### config.mk
export PLATFORM = sky130hd
export DESIGN_NAME = xt_uop_seq
export DESIGN_NICKNAME = d
export VERILOG_FILES = /design/src/rtl/xt_uop_seq.sv
export SDC_FILE = /design/constraint.sdc
export NUM_CORES = 1
export LEC_CHECK = 0
export CORE_MARGIN = 2
export CORE_UTILIZATION = 43
export CTS_BUF_LIST = sky130_fd_sc_hd__clkbuf_2 sky130_fd_sc_hd__clkbuf_4 sky130_fd_sc_hd__clkbuf_8
export DETAILED_ROUTE_END_ITERATION = 10
export MAX_ROUTING_LAYER = met4
export PLACE_DENSITY = 0.88
export SYNTH_ARGS = -nofsm -noshare
export SYNTH_HDL_FRONTEND = slang
export SYNTH_SLANG_ARGS = --single-unit
### constraint.sdc
create_clock -name iw_clk -period 1.6 [get_ports iw_clk]
set_input_delay 0.4 -clock iw_clk [delete_from_list [all_inputs] [get_ports iw_clk]]
set_output_delay 0.4 -clock iw_clk [all_outputs]
set_load 0.02 [all_outputs]
### src/rtl/xt_uop_seq.sv
// Macro-instruction to micro-op sequencer: expands JSR/BSR/RET-style macros into
// fixed micro-op sequences with registered outputs and one cycle of latency.

`ifndef SR_IDX_SSP
`define SR_IDX_SSP 2'd2
`endif
`ifndef SR_IDX_LR
`define SR_IDX_LR 2'd1
`endif
`ifndef SR_IDX_PC
`define SR_IDX_PC 2'd3
`endif

module xt_uop_seq #(
  parameter int P_OPC_W    = 8,
  parameter int P_DATA_W   = 24,
  parameter int P_ADDR_W   = 48,
  parameter int P_SSP_STEP = 2,
  parameter int P_RET_ADJ  = 1,
  parameter bit P_EN_KRET  = 1'b1
) (
  input  logic                iw_clk,
  input  logic                iw_rst,
  input  logic [P_ADDR_W-1:0] iw_pc,
  input  logic [P_DATA_W-1:0] iw_instr,
  input  logic                iw_stall,
  input  logic                iw_flush,
  output logic [P_ADDR_W-1:0] ow_pc,
  output logic [P_DATA_W-1:0] ow_instr,
  output logic                ow_busy,
  output logic [1:0]          ow_uop_idx,
  output logic                ow_uop_last
);

  if (P_DATA_W != P_OPC_W + 16) begin : g_bad_width
    $fatal(1, "xt_uop_seq: P_DATA_W must equal P_OPC_W+16");
  end

  localparam logic [P_OPC_W-1:0] OPC_NOP      = P_OPC_W'(8'h00);
  localparam logic [P_OPC_W-1:0] OPC_JSRUI    = P_OPC_W'(8'h10);
  localparam logic [P_OPC_W-1:0] OPC_BSRSR    = P_OPC_W'(8'h11);
  localparam logic [P_OPC_W-1:0] OPC_BSRSO    = P_OPC_W'(8'h12);
  localparam logic [P_OPC_W-1:0] OPC_RET      = P_OPC_W'(8'h13);
  localparam logic [P_OPC_W-1:0] OPC_KRET     = P_OPC_W'(8'h14);
  localparam logic [P_OPC_W-1:0] OPC_SETSSP   = P_OPC_W'(8'h15);
  localparam logic [P_OPC_W-1:0] OPC_BTP      = P_OPC_W'(8'h16);
  localparam logic [P_OPC_W-1:0] OPC_SRSUBSI  = P_OPC_W'(8'h20);
  localparam logic [P_OPC_W-1:0] OPC_SRSTSO   = P_OPC_W'(8'h21);
  localparam logic [P_OPC_W-1:0] OPC_SRMOVUR  = P_OPC_W'(8'h22);
  localparam logic [P_OPC_W-1:0] OPC_JCCUI    = P_OPC_W'(8'h23);
  localparam logic [P_OPC_W-1:0] OPC_BCCSR    = P_OPC_W'(8'h24);
  localparam logic [P_OPC_W-1:0] OPC_BALSO    = P_OPC_W'(8'h25);
  localparam logic [P_OPC_W-1:0] OPC_SRADDSI  = P_OPC_W'(8'h26);
  localparam logic [P_OPC_W-1:0] OPC_SRLDSO   = P_OPC_W'(8'h27);
  localparam logic [P_OPC_W-1:0] OPC_SRJCCSO  = P_OPC_W'(8'h28);
  localparam logic [P_OPC_W-1:0] OPC_SRMOVAUR = P_OPC_W'(8'h29);

  localparam logic [13:0] STEP_14  = 14'(P_SSP_STEP);
  localparam logic [11:0] STEP_NEG = 12'(-P_SSP_STEP);
  localparam logic [9:0]  RET_ADJ  = 10'(P_RET_ADJ);

  typedef enum logic {ST_IDLE, ST_EXPAND} state_t;

  state_t                state_reg, state_next;
  logic [1:0]            idx_reg, idx_next;
  logic [P_OPC_W-1:0]    opc_reg, opc_next;
  logic [15:0]           pay_reg, pay_next;
  logic [P_ADDR_W-1:0]   pc_reg, pc_next;
  logic [P_DATA_W-1:0]   instr_reg, instr_next;
  logic                  busy_reg, busy_next;
  logic                  last_reg, last_next;
  logic [P_OPC_W-1:0]    dec_opc;
  logic [15:0]           dec_pay;
  logic [1:0]            step_idx;

  // Index of the final micro-op of a macro; 0 means a single micro-op.
  function automatic logic [1:0] last_idx(input logic [P_OPC_W-1:0] opc);
    case (opc)
      OPC_JSRUI, OPC_BSRSR, OPC_BSRSO: last_idx = 2'd3;
      OPC_RET:                         last_idx = 2'd2;
      OPC_KRET:                        last_idx = P_EN_KRET ? 2'd2 : 2'd0;
      default:                         last_idx = 2'd0;
    endcase
  endfunction

  function automatic logic [P_DATA_W-1:0] uop_gen(input logic [P_OPC_W-1:0] opc,
                                                   input logic [15:0] pay,
                                                   input logic [1:0] idx);
    logic [P_OPC_W-1:0] o;
    logic [15:0]        p;
    logic               is_ret;
    o = opc;
    p = pay;
    is_ret = (opc == OPC_RET) || (P_EN_KRET && (opc == OPC_KRET));
    if (opc == OPC_JSRUI || opc == OPC_BSRSR || opc == OPC_BSRSO) begin
      case (idx)
        2'd0: begin o = OPC_SRSUBSI; p = {`SR_IDX_SSP, STEP_14}; end
        2'd1: begin o = OPC_SRSTSO;  p = {`SR_IDX_SSP, `SR_IDX_LR, 12'd0}; end
        2'd2: begin o = OPC_SRMOVUR; p = {`SR_IDX_LR, `SR_IDX_PC, 12'd0}; end
        default: begin
          if (opc == OPC_JSRUI) begin
            o = OPC_JCCUI; p = {4'b0000, pay[11:0]};
          end else if (opc == OPC_BSRSR) begin
            o = OPC_BCCSR; p = {pay[15:12], 4'b0000, 8'd0};
          end else begin
            o = OPC_BALSO; p = pay;
          end
        end
      endcase
    end else if (is_ret) begin
      case (idx)
        2'd0:    begin o = OPC_SRADDSI; p = {`SR_IDX_SSP, STEP_14}; end
        2'd1:    begin o = OPC_SRLDSO;  p = {`SR_IDX_LR, `SR_IDX_SSP, STEP_NEG}; end
        default: begin o = OPC_SRJCCSO; p = {`SR_IDX_LR, 4'b0000, RET_ADJ}; end
      endcase
    end else if (opc == OPC_SETSSP) begin
      o = OPC_SRMOVAUR; p = {`SR_IDX_SSP, pay[15:14], 12'd0};
    end else if (opc == OPC_BTP) begin
      o = OPC_NOP; p = 16'd0;
    end
    uop_gen = {o, p};
  endfunction

  assign dec_opc  = iw_instr[P_DATA_W-1:16];
  assign dec_pay  = iw_instr[15:0];
  assign step_idx = idx_reg + 2'd1;

  always_comb begin
    state_next = state_reg;
    idx_next   = idx_reg;
    opc_next   = opc_reg;
    pay_next   = pay_reg;
    pc_next    = pc_reg;
    instr_next = instr_reg;
    busy_next  = busy_reg;
    last_next  = last_reg;
    if (iw_flush) begin
      // The PC of the aborted macro is kept; only the sequence is discarded.
      state_next = ST_IDLE;
      idx_next   = 2'd0;
      instr_next = {OPC_NOP, 16'd0};
      busy_next  = 1'b0;
      last_next  = 1'b1;
    end else if (!iw_stall) begin
      if (state_reg == ST_IDLE) begin
        opc_next   = dec_opc;
        pay_next   = dec_pay;
        pc_next    = iw_pc;
        idx_next   = 2'd0;
        instr_next = uop_gen(dec_opc, dec_pay, 2'd0);
        if (last_idx(dec_opc) != 2'd0) begin
          state_next = ST_EXPAND;
          busy_next  = 1'b1;
          last_next  = 1'b0;
        end else begin
          busy_next  = 1'b0;
          last_next  = 1'b1;
        end
      end else begin
        idx_next   = step_idx;
        instr_next = uop_gen(opc_reg, pay_reg, step_idx);
        if (step_idx == last_idx(opc_reg)) begin
          state_next = ST_IDLE;
          busy_next  = 1'b0;
          last_next  = 1'b1;
        end else begin
          busy_next  = 1'b1;
          last_next  = 1'b0;
        end
      end
    end
  end

  always_ff @(posedge iw_clk) begin
    if (iw_rst) begin
      state_reg <= ST_IDLE;
      idx_reg   <= 2'd0;
      opc_reg   <= '0;
      pay_reg   <= '0;
      pc_reg    <= '0;
      instr_reg <= {OPC_NOP, 16'd0};
      busy_reg  <= 1'b0;
      last_reg  <= 1'b1;
    end else begin
      state_reg <= state_next;
      idx_reg   <= idx_next;
      opc_reg   <= opc_next;
      pay_reg   <= pay_next;
      pc_reg    <= pc_next;
      instr_reg <= instr_next;
      busy_reg  <= busy_next;
      last_reg  <= last_next;
    end
  end

  assign ow_pc       = pc_reg;
  assign ow_instr    = instr_reg;
  assign ow_busy     = busy_reg;
  assign ow_uop_idx  = idx_reg;
  assign ow_uop_last = last_reg;

endmodule

==> flow_summary.yaml <==
status:
  outcome: "finished with violations"
  violations: "negative setup slack"
sta:
  worstMarginPinSlew_ns: 0.5082
  rsz0062_at_grt: "yes"
  fin_ws_ns: -0.2322
  finalHoldViolations: 0
  max_freq_ghz: 0.5458
  timing.slew.headroom_pct: 66.12
  setup-violations-final: 24
  fin_skew_ns: 0.01564
  period_share_pct: 114.5
  slew_viol_final: 0
  fin_crit_ns: 1.832
drt:
  vias_per_cell: 5.636
  routedWlPerCell_um: 18.27
  num_vias: 5349
  wl_um: 17330
  drcViolationCount: 0
  first_pass_iters: 6
  ant_nets: 0
  drt_iter0_drc: 541
finish:
  final_area_sq_mm: 0.007412
  layout-drive-gt1-share_pct: 22.41
  nFillCells: 744
  syn2layout_area_growth_pct: 62.26
  multi_input_area_sq_mm: 0.002638
  largest_register_ffs: 48
  register_area_sq_mm: 0.002023
  final_cells: 949
  nNetsFinal: 889
critical_path:
  cp_max_fo: 6
  cp.required_ns: 1.90
  r2r_cells: 6
  max_stage_delay_ns: 0.59
  r2r_slack_ns: -0.23
  end_kind: "flop"
  r2r-start: "opc_reg[5]"
  slowest_stage: "or4b_4"
  r2r-end: "ow_instr[6]"
  path_class: "reg -> reg"
  crit_arrival_ns: 2.14
  crit_path_start: "opc_reg[5]"
  startpoint_type: "flop"
  crit_path_cell_trace: "or4b_4, nor2_4, buf_6, nand3_4, a21o_1, a21oi_2"
logic_synthesis:
  synth.area.top_cells: "dfxtp_1 (44%), nand2_1 (14%), a21oi_1 (10%), clkbuf_1 (3.0%), a21o_1 (2.0%)"
  ys_warn_count: 0
  ys.flop_type: "dfxtp_1"
  ys_seq_elements: 100
  synthTopCellsByCount: "nand2_1 (175), dfxtp_1 (100), a21oi_1 (92), clkbuf_1 (37), nor2_1 (23)"
  synth_cell_type_count: 61
  syn_avg_cell_area_sq_um: 7.716
  yosysTopAreaCell: "dfxtp_1"
  synthCells: 592
  syn-num-nets: 673
  seq_area_frac_synth_pct: 43.82
  async_reset_ff_share_pct: 0
  synth_edf_count: 0
  yosysMostFrequentCell: "nand2_1"
  synth_top_area_share_pct: 43.82
  syn_area_sq_mm: 0.004568
clocking:
  cts_tree: "built"
  clock_latency_ns: 0.37
  numCtsBuffers: 9
  cts_sinks: 100
  cts_root_buf: "clkbuf_8"
  path_clk_slew_ns: 0.10
  htree_levels: 3
  cts_buffer_depth: 2
place:
  place_area_sq_mm: 0.006779
  port_buffers: 151
  dp_hpwl_um: 12160
  gp_congestion: 0.9843
  dp.cells: 918
floorplan:
  std_cell_rows: 37
  start_util_pct: 44.25
  ios: 152
  coreArea_sq_mm: 0.01032
  fp.dieW_um: 107.1
  die_h_um: 107.1
  die_area_sq_mm: 0.01146
hold_path:
  worst_hold_path_type: "in -> reg"
  whs_endpoint: "ow_busy"
  holdPathStages: 3
  hold_start: "iw_rst"
global_route:
  grt_max_degree: 47
  grt_pass1_wl_um: 26870
  overflow: 0
  grt_pass1_vias: 5289
  grt_antenna_before_repair: 1
  grt_use_total_pct: 31.13
pwr:
  power_leakage_uw: 0.003075
  power.density_mw_per_mm2: 765.4
  peakVddDrop_uv: 762.2
flow_run:
  drv_cap: 0
## area by class of cell
class                   count  share of cell area (%)
well taps                 136                   2.296
clock inverters             4                   1.334
inverters                   9                  0.4895
multi-input cells         440                   35.58
repair buffers            248                   31.01
flip-flops and latches    100                   27.30
diodes                      1                 0.03376
clock buffers              11                   1.958
## cells by family after synthesis
family / after synthesis / share of synthesized area (%)
buf+inv: 54 / 4.738
compound gates: 185 / 25.53
flops: 100 / 43.82
simple gates: 244 / 23.69
fa+ha+maj: 5 / 1.369
xor+xnor: 1 / 0.1918
mux: 3 / 0.6574
## through the flow
step / worst slack (ns) / util (%) / power (uW) / setup TNS (ns) / hold WS, ns
finish: -0.2322 / 71.80 / 5673 / -4.231 / 0.4227
global route: -0.2816 / 71.80 / 5867 / -5.547 / 0.4138
CTS: -0.2051 / 71.19 / 5648 / -3.539 / 0.4123
detailed placement: -0.7439 / 65.66 / 3709 / -40.80 / 0.4482
global placement: -0.6456 / 65.66 / 3686 / -38.61 / 0.4411
floorplan: -0.08486 / - / 3132 / -0.4427 / 0.4360
## placed cells by master, fill, tap and decap left out, types with 15 or more instances in the layout
cell | Yosys | final
a21oi_1 | 92 | 87
a21oi_2 | 10 | 15
buf_4 | 0 | 81
clkdlybuf4s50_1 | 0 | 69
dfxtp_1 | 100 | 93
dlygate4sd2_1 | 0 | 79
nand2_1 | 175 | 174
nor2_1 | 23 | 20
## critical path: cells and delay by family, from the launching register on
| family | cells | cell delay (ns) |
|---|---|---|
| AND/OR/NAND/NOR | 3 | 0.90 |
| AO/OA/AOI/OAI | 2 | 0.35 |
| flip-flops | 1 | 0.37 |
| buffers and inverters | 1 | 0.16 |
## power by group
part / switching, uW / total [uW] / internal (uW)
clock network: 870 / 1960 / 1090
logic: 542 / 1050 / 511
registers: 68.6 / 2650 / 2590
total: 1480 / 5670 / 4190
## how the worst max path moves through the flow
stage	end	cells after the start	slack, ns
finish	ow_instr[6]	6	-0.23
global route	ow_instr[7]	6	-0.28
CTS	ow_instr[7]	6	-0.21
detailed placement	ow_instr[3]	7	-0.74
global placement	ow_instr[3]	7	-0.65
floorplan	ow_instr[18]	4	-0.08
## per-layer routing
metal	wire [um]	global-route usage (%)
met2	8543	52.35
met1	6426	35.16
met3	1631	7.720
met5	0	-
met4	732	13.45
## what timing repair did
item / 4_1_cts / 5_1_grt
gates resized for setup: 133 / 10
endpoints found under the setup margin: 106 / 49
hold buffers: 0 / 0
setup buffers: 7 / 3
pin swaps: 30 / 5
endpoints found under the hold margin: 0 / 0
gates cloned: 5 / 0
No activity file was read; power rests on OpenSTA's default activity.
